==> src/rtl/rsa_pkg.sv <==
// Shared definitions for the rsa_modexp engine: FSM state encoding, default
// operand width and the fixed latency of the constant-time build
// (RSA_CONST_TIME_EN).
package rsa_pkg;

   localparam int RSA_WIDTH_DEFAULT = 32;

   typedef enum logic [2:0] {
      IDLE     = 3'd0,
      CHECK    = 3'd1,
      MUL      = 3'd2,
      MUL_WAIT = 3'd3,
      SQR      = 3'd4,
      SQR_WAIT = 3'd5,
      DONE     = 3'd6
   } rsa_state_e;

   // Cycles from the go cycle to d in the constant-time build: go/CHECK plus
   // one multiply and one square of (w+2) cycles for every exponent bit.
   function automatic int const_time_latency(input int w);
      return 2 + 2 * w * (w + 2);
   endfunction

endpackage

==> src/rtl/rsa_modexp_if.sv <==
// Start/result handshake bundle of rsa_modexp. The slave side is the engine,
// the master side is the operand source / result consumer.
interface rsa_modexp_if
   import rsa_pkg::*;
#(
   parameter int WIDTH = RSA_WIDTH_DEFAULT
);
   logic             go;
   logic [WIDTH-1:0] m;
   logic [WIDTH-1:0] e;
   logic [WIDTH-1:0] n;
   logic [WIDTH-1:0] r;
   logic             d;
   logic             busy;
   logic             err;

   modport master (output go, m, e, n, input r, d, busy, err);
   modport slave  (input go, m, e, n, output r, d, busy, err);
endinterface

==> src/rtl/rsa_mod_mult.sv <==
// Bit-serial interleaved modular multiplier: p = a*b mod n, with a, b < n.
// One start cycle, WIDTH iteration cycles (b consumed MSB first), then mdone
// pulses for one cycle with the product on p.
module rsa_mod_mult
   import rsa_pkg::*;
#(
   parameter int WIDTH = RSA_WIDTH_DEFAULT
)
(
   input  logic             clk,
   input  logic             reset,
   input  logic             start,
   input  logic [WIDTH-1:0] a,
   input  logic [WIDTH-1:0] b,
   input  logic [WIDTH-1:0] n,
   output logic [WIDTH-1:0] p,
   output logic             mdone
);
   localparam int CW = $clog2(WIDTH);
   localparam logic [CW-1:0] LAST_IT = CW'(WIDTH - 1);

   logic [WIDTH-1:0] a_q, a_d, b_q, b_d, n_q, n_d, p_q, p_d;
   logic [CW-1:0]    cnt_q, cnt_d;
   logic             run_q, run_d, done_q, done_d;
   logic [WIDTH:0]   t_dbl_s, t_red_s, t_add_s;

   // Operand, partial-product and iteration-counter registers.
   always_ff @(posedge clk or posedge reset) begin
      if (reset) begin
         a_q    <= {WIDTH{1'b0}};
         b_q    <= {WIDTH{1'b0}};
         n_q    <= {WIDTH{1'b0}};
         p_q    <= {WIDTH{1'b0}};
         cnt_q  <= {CW{1'b0}};
         run_q  <= 1'b0;
         done_q <= 1'b0;
      end else begin
         a_q    <= a_d;
         b_q    <= b_d;
         n_q    <= n_d;
         p_q    <= p_d;
         cnt_q  <= cnt_d;
         run_q  <= run_d;
         done_q <= done_d;
      end
   end

   // One interleaved step: p <- (2p + b_msb*a) mod n, WIDTH+1 bits wide so
   // neither the doubling nor the addition can overflow.
   always_comb begin
      t_dbl_s = {p_q, 1'b0};
      if (t_dbl_s >= {1'b0, n_q}) begin
         t_red_s = t_dbl_s - {1'b0, n_q};
      end else begin
         t_red_s = t_dbl_s;
      end
      if (b_q[WIDTH-1]) begin
         t_add_s = t_red_s + {1'b0, a_q};
      end else begin
         t_add_s = t_red_s;
      end
   end

   // Load on start, iterate while running, flag completion after the last step.
   always_comb begin
      a_d    = a_q;
      b_d    = b_q;
      n_d    = n_q;
      p_d    = p_q;
      cnt_d  = cnt_q;
      run_d  = run_q;
      done_d = 1'b0;
      if (start) begin
         a_d   = a;
         b_d   = b;
         n_d   = n;
         p_d   = {WIDTH{1'b0}};
         cnt_d = {CW{1'b0}};
         run_d = 1'b1;
      end else if (run_q) begin
         if (t_add_s >= {1'b0, n_q}) begin
            p_d = WIDTH'(t_add_s - {1'b0, n_q});
         end else begin
            p_d = t_add_s[WIDTH-1:0];
         end
         b_d   = b_q << 1;
         cnt_d = cnt_q + {{(CW-1){1'b0}}, 1'b1};
         if (cnt_q == LAST_IT) begin
            run_d  = 1'b0;
            done_d = 1'b1;
         end else begin
            run_d  = 1'b1;
         end
      end else begin
         run_d = 1'b0;
      end
   end

   assign p     = p_q;
   assign mdone = done_q;

endmodule

==> src/rtl/rsa_modexp.sv <==
// Modular exponentiation r = m^e mod n, right-to-left square-and-multiply on
// top of rsa_mod_mult. Optional build macro RSA_CONST_TIME_EN: every exponent
// bit costs one multiply and one square regardless of its value, so the
// latency of valid operands is fixed.
module rsa_modexp
   import rsa_pkg::*;
#(
   parameter int WIDTH = RSA_WIDTH_DEFAULT
)
(
   input  logic        clk,
   input  logic        reset,
   rsa_modexp_if.slave bus
);
`ifdef RSA_CONST_TIME_EN
   localparam bit CONST_TIME = 1'b1;
`else
   localparam bit CONST_TIME = 1'b0;
`endif
   localparam int CW = $clog2(WIDTH);
   localparam logic [CW-1:0]    LAST_IDX = CW'(WIDTH - 1);
   localparam logic [WIDTH-1:0] ZERO     = {WIDTH{1'b0}};
   localparam logic [WIDTH-1:0] ONE      = {{(WIDTH-1){1'b0}}, 1'b1};

   rsa_state_e       state_q, state_d;
   logic [WIDTH-1:0] acc_q, acc_d, base_q, base_d, exp_q, exp_d, n_q, n_d, r_q, r_d;
   logic [CW-1:0]    cnt_q, cnt_d;
   logic             d_q, d_d, busy_q, busy_d, err_q, err_d;
   logic             mult_start_s, mult_done_s, last_bit_s;
   logic [WIDTH-1:0] mult_a_s, mult_p_s;

   rsa_mod_mult #(.WIDTH(WIDTH)) u_mult (
      .clk   (clk),
      .reset (reset),
      .start (mult_start_s),
      .a     (mult_a_s),
      .b     (base_q),
      .n     (n_q),
      .p     (mult_p_s),
      .mdone (mult_done_s)
   );

   // FSM state, datapath registers and registered outputs.
   always_ff @(posedge clk or posedge reset) begin
      if (reset) begin
         state_q <= IDLE;
         acc_q   <= ZERO;
         base_q  <= ZERO;
         exp_q   <= ZERO;
         n_q     <= ZERO;
         r_q     <= ZERO;
         cnt_q   <= {CW{1'b0}};
         d_q     <= 1'b0;
         busy_q  <= 1'b0;
         err_q   <= 1'b0;
      end else begin
         state_q <= state_d;
         acc_q   <= acc_d;
         base_q  <= base_d;
         exp_q   <= exp_d;
         n_q     <= n_d;
         r_q     <= r_d;
         cnt_q   <= cnt_d;
         d_q     <= d_d;
         busy_q  <= busy_d;
         err_q   <= err_d;
      end
   end

   // Stop after this bit's square when it is the top index or, in the
   // data-dependent build, when no exponent bits remain from this index up.
   always_comb begin
      last_bit_s = (cnt_q == LAST_IDX) || (!CONST_TIME && (exp_q == ZERO));
   end

   // Next-state and datapath control; exp_q always holds e >> i.
   always_comb begin
      state_d      = state_q;
      acc_d        = acc_q;
      base_d       = base_q;
      exp_d        = exp_q;
      n_d          = n_q;
      r_d          = r_q;
      cnt_d        = cnt_q;
      d_d          = d_q;
      busy_d       = busy_q;
      err_d        = err_q;
      mult_start_s = 1'b0;
      mult_a_s     = acc_q;
      case (state_q)
         IDLE, DONE: begin
            if (bus.go) begin
               state_d = CHECK;
               base_d  = bus.m;
               exp_d   = bus.e;
               n_d     = bus.n;
               busy_d  = 1'b1;
               d_d     = 1'b0;
               r_d     = ZERO;
               err_d   = 1'b0;
            end else begin
               state_d = state_q;
            end
         end
         CHECK: begin
            if ((n_q == ZERO) || (base_q >= n_q)) begin
               state_d = DONE;
               err_d   = 1'b1;
               r_d     = ZERO;
               d_d     = 1'b1;
               busy_d  = 1'b0;
            end else if (n_q == ONE) begin
               state_d = DONE;
               err_d   = 1'b0;
               r_d     = ZERO;
               d_d     = 1'b1;
               busy_d  = 1'b0;
            end else begin
               acc_d   = ONE;
               cnt_d   = {CW{1'b0}};
               state_d = (CONST_TIME || exp_q[0]) ? MUL : SQR;
            end
         end
         MUL: begin
            mult_start_s = 1'b1;
            mult_a_s     = acc_q;
            state_d      = MUL_WAIT;
         end
         MUL_WAIT: begin
            if (mult_done_s) begin
               acc_d   = exp_q[0] ? mult_p_s : acc_q;
               state_d = SQR;
            end else begin
               state_d = MUL_WAIT;
            end
         end
         SQR: begin
            mult_start_s = 1'b1;
            mult_a_s     = base_q;
            state_d      = SQR_WAIT;
         end
         SQR_WAIT: begin
            if (mult_done_s) begin
               base_d = mult_p_s;
               if (last_bit_s) begin
                  state_d = DONE;
                  r_d     = acc_q;
                  d_d     = 1'b1;
                  busy_d  = 1'b0;
               end else begin
                  exp_d   = exp_q >> 1;
                  cnt_d   = cnt_q + {{(CW-1){1'b0}}, 1'b1};
                  state_d = (CONST_TIME || exp_q[1]) ? MUL : SQR;
               end
            end else begin
               state_d = SQR_WAIT;
            end
         end
         default: begin
            state_d = IDLE;
         end
      endcase
   end

   assign bus.r    = r_q;
   assign bus.d    = d_q;
   assign bus.busy = busy_q;
   assign bus.err  = err_q;

endmodule

==> src/flat_wrapper.sv <==
// flat-port wrapper written by rule: the top's interface ports become plain ports
module rsa_modexp_flat import rsa_pkg::*;
#(
   parameter int WIDTH = RSA_WIDTH_DEFAULT
)
  (clk, reset, bus_go, bus_m, bus_e, bus_n, bus_r, bus_d, bus_busy, bus_err);
  rsa_modexp_if #(.WIDTH(WIDTH)) bus_i ();
  input  logic clk;
  input  logic reset;
  input wire logic [$bits(bus_i.go)-1:0] bus_go;
  input wire logic [$bits(bus_i.m)-1:0] bus_m;
  input wire logic [$bits(bus_i.e)-1:0] bus_e;
  input wire logic [$bits(bus_i.n)-1:0] bus_n;
  output wire logic [$bits(bus_i.r)-1:0] bus_r;
  output wire logic [$bits(bus_i.d)-1:0] bus_d;
  output wire logic [$bits(bus_i.busy)-1:0] bus_busy;
  output wire logic [$bits(bus_i.err)-1:0] bus_err;
  assign bus_i.go = bus_go;
  assign bus_i.m = bus_m;
  assign bus_i.e = bus_e;
  assign bus_i.n = bus_n;
  assign bus_r = bus_i.r;
  assign bus_d = bus_i.d;
  assign bus_busy = bus_i.busy;
  assign bus_err = bus_i.err;
  rsa_modexp #(.WIDTH(WIDTH)) u_core (.clk(clk), .reset(reset), .bus(bus_i));
endmodule
==> config.mk <==
export PLATFORM = sky130hd
export DESIGN_NAME = rsa_modexp_flat
export DESIGN_NICKNAME = d
export VERILOG_FILES = /design/src/rtl/rsa_pkg.sv /design/src/rtl/rsa_modexp_if.sv /design/src/rtl/rsa_mod_mult.sv /design/src/rtl/rsa_modexp.sv /design/src/flat_wrapper.sv
export SDC_FILE = /design/constraint.sdc
export NUM_CORES = 1
export LEC_CHECK = 0
export ABC_AREA = 1
export CAP_MARGIN = 20
export CELL_PAD_IN_SITES_DETAIL_PLACEMENT = 2
export CELL_PAD_IN_SITES_GLOBAL_PLACEMENT = 2
export CORE_UTILIZATION = 37
export CTS_CLUSTER_DIAMETER = 60
export DETAILED_ROUTE_END_ITERATION = 7
export PLACE_DENSITY_LB_ADDON = 0.1
export SLEW_MARGIN = 30
export SYNTH_ARGS = -nofsm -noshare
export SYNTH_HDL_FRONTEND = slang
export SYNTH_HIERARCHICAL = 1
export SYNTH_SLANG_ARGS = --single-unit
==> constraint.sdc <==
create_clock -name clk -period 12.3 [get_ports clk]
set_input_delay 1.845 -clock clk [delete_from_list [all_inputs] [get_ports clk]]
set_output_delay 1.845 -clock clk [all_outputs]
set_load 0.005 [all_outputs]
==> impl_metrics.csv <==
group,metric,value,unit
floorplanning,core,59100,µm²
logic_synthesis,ys_seq_elements,306,
min_path,hold_class,"reg2reg",
logic_synthesis,ys_seq_area_frac,0.345,
clock_tree,cts_tree,"yes",
routing,antenna_left,0,
clock_tree,numCtsBuffers,40,
logic_synthesis,synth.most_common_cell,"nand2_1",
timing,setup_tns,0,ns
final_layout,layout-drive-gt1-share,0.0402,
timing,finalSetupViolCount,0,
worst_setup_path,cp.arrival,9.51,ns
clock_tree,clk_path_buf_depth,3,
floorplanning,dieArea,61000,µm²
routing,vias,24700,
logic_synthesis,synth_edf_count,0,
worst_setup_path,worst-path-stages,37,
routing,drt_iter0_markers,1747,
floorplanning,die_x,247,µm
worst_setup_path,startpoint,"u_core/u_mult/p[25]",
final_layout,num-nets-final,3613,
worst_setup_path,crit_slowest_cell,"o21ai_1",
worst_setup_path,r2r_start,"u_core/u_mult/p[25]",
logic_synthesis,ys_warn_count,6,
clock_tree,cts.sinks,306,
routing,routed_wl,127,mm
status,status,"finished, final reports clean",
timing,slew_headroom,0.355,
worst_setup_path,reg2reg_depth,37,
clock_tree,ctsHoldBuffers,0,
timing,fmax,111,MHz
global_route,antenna_found_initial,4,
clock_tree,clk_latency,0.59,ns
global_route,track_usage,0.417,
timing,hold_viol_final,0,
worst_setup_path,crit_type,"reg2reg",
global_route,grt_max_degree,87,
routing,drc,0,
worst_setup_path,worstSetupStartpointType,"flip-flop",
logic_synthesis,syn_avg_cell_area,6.71,µm²
logic_synthesis,synth_area_leader_cell,"dfrtp_1",
run,maxCapViolCount,0,
logic_synthesis,synth_top_area_share,0.345,
timing,worst_pin_slew,0.966,ns
worst_setup_path,rrSetupSlack,3.28,ns
routing,wl_per_cell,30.4,µm
clock_tree,post_cts_buffers,0,
timing,fin_crit_sh,0.733,
global_route,grt_pass1_wl,186,mm
logic_synthesis,ys_types,51,
global_route,grt_pass1_vias,27600,
worst_setup_path,critPathTopFamily,"simple AND/OR/NAND/NOR gates",
placed_design,place.gp.congestion,0.992,
worst_setup_path,crit_path_max_fanout,50,
logic_synthesis,ys_top_cells_by_count,"nand2_1 (1100), inv_1 (421), nor2_1 (308), dfrtp_1 (306), nand3_1 (234)",
worst_setup_path,crit_path_end_kind,"flip-flop",
worst_setup_path,worstPathRequired,12.79,ns
final_layout,fillers,6966,
clock_tree,clk_pin_slew,0.06,ns
placed_design,dp_hpwl,89.8,mm
floorplanning,fp.dieH,247,µm
logic_synthesis,ys_top_cells_by_area,"dfrtp_1 (35%), nand2_1 (19%), ha_1 (7.4%)",
worst_setup_path,slowest_delay,0.73,ns
clock_tree,cts_resized,0,
logic_synthesis,synthFlopType,"dfrtp_1",
worst_setup_path,reg2reg_to,"u_core/u_mult/p[30]",
min_path,holdPathStages,2,
timing,clock_skew,0.0344,ns
logic_synthesis,async_reset_ff_frac,1.00,
worst_setup_path,path_buf_inv,7,
routing,vias_per_cell,5.90,
logic_synthesis,synth_cells,3309,
placed_design,io_buffers,133,
min_path,hold_end,"u_core/bus.r[6]",
global_route,grt-ovfl-total,0,
clock_tree,htree_levels,2,
floorplanning,start_util,0.375,
min_path,min_from,"u_core/bus.r[6]",
timing,rsz0062_at_grt,"false",
timing,fin_crit,9.02,ns
floorplanning,boundaryPins,134,
worst_setup_path,crit_top_cell,"nand2_1",
final_layout,syn_to_final_growth,14.9,%
clock_tree,cts_root_buf,"clkbuf_16",
timing,maxSlewViolCount,0,
logic_synthesis,synth_nets,3543,
logic_synthesis,syn_area,22200,µm²
routing,drt_first_pass_iters,7,
floorplanning,rows,89,
==> through the flow <==
stage               setup WS [ns]  cell area (µm²)  utilization  instances  hold slack [ns]
finish                       3.28            25500        0.431       4182            0.484
global route                 2.95            25500        0.431       4181            0.510
CTS                          3.39            25500        0.431       4181            0.489
detailed placement           3.51            24100        0.408       4110            0.468
global placement             3.36            24100        0.408       4110            0.456
floorplan                    5.82            22200            -       3309            0.448
==> cells in the final DEF (no fill, tap or decap), types with 19 or more instances in the layout <==
cell / count
a21oi_1: 167
clkbuf_16: 40
clkdlybuf4s50_1: 133
dfrtp_1: 306
ha_1: 132
inv_1: 416
mux2i_1: 30
nand2_1: 1096
nand3_1: 234
nand4_1: 71
nor2_1: 305
nor3_1: 19
o21ai_0: 143
o21ai_1: 36
o221ai_1: 26
xnor2_1: 31
xor2_1: 26
==> state kept, by name (all words and copies together), names as in the netlist, 3 cells and up <==
signal,count
u_core/n_q,32
u_core/u_mult/p,32
u_core/u_mult/b_q,32
u_core/u_mult/cnt_q,5
u_core/exp_q,32
u_core/u_mult/a_q,32
u_core/acc_q,32
u_core/bus.r,32
u_core/base_q,32
u_core/u_mult/n_q,32
u_core/cnt_q,5
u_core/state_q,3
==> metal layers <==
metal | wire length [µm] | track usage | vias up | share of wire
met5 | 55 | 0 | - | 0.00043
met4 | 9350 | 0.269 | 8 | 0.074
met2 | 62000 | 0.722 | 961 | 0.49
met1 | 48800 | 0.476 | 12600 | 0.38
met3 | 6830 | 0.0672 | 419 | 0.054
li1 | - | - | 10700 | -
==> worst min-delay path: stages, from the launching register on <==
cell and delay, ns:
dfrtp_1 0.35, nand2_1 0.06, nand2_1 0.05
==> final cells by class <==
class,instances,area (µm²),share of cell area
Antenna cell,1,2.50,0.0000982
Clock buffer,54,1130,0.0445
Clock inverter,17,224,0.00879
Inverter,438,1650,0.0649
Multi-Input combinational cell,2443,12400,0.486
Sequential cell,306,7660,0.300
Tap cell,773,967,0.0379
Timing Repair Buffer,150,1470,0.0575
==> logic make-up after synthesis <==
family / Yosys count / share of synthesized area
AO/OA/AOI/OAI: 434 / 0.109
XOR/XNOR: 57 / 0.0225
adder cells (fa/ha/maj): 135 / 0.0771
buffers and inverters: 560 / 0.0991
flip-flops: 306 / 0.345
multiplexers: 30 / 0.0135
AND/OR/NAND/NOR: 1787 / 0.334
==> worst max-delay path by stage <==
stage | endpoint | slack, ns
global placement | u_core/u_mult/p[24] | 3.36
floorplan | u_core/acc_q[0] | 5.82
detailed placement | u_core/u_mult/p[9] | 3.51
CTS | u_core/u_mult/p[4] | 3.39
finish | u_core/u_mult/p[30] | 3.28
global route | u_core/u_mult/p[19] | 2.95
Power is not shown: default switching activity piles up to over one toggle a cycle in this logic, so the estimate is an artifact.
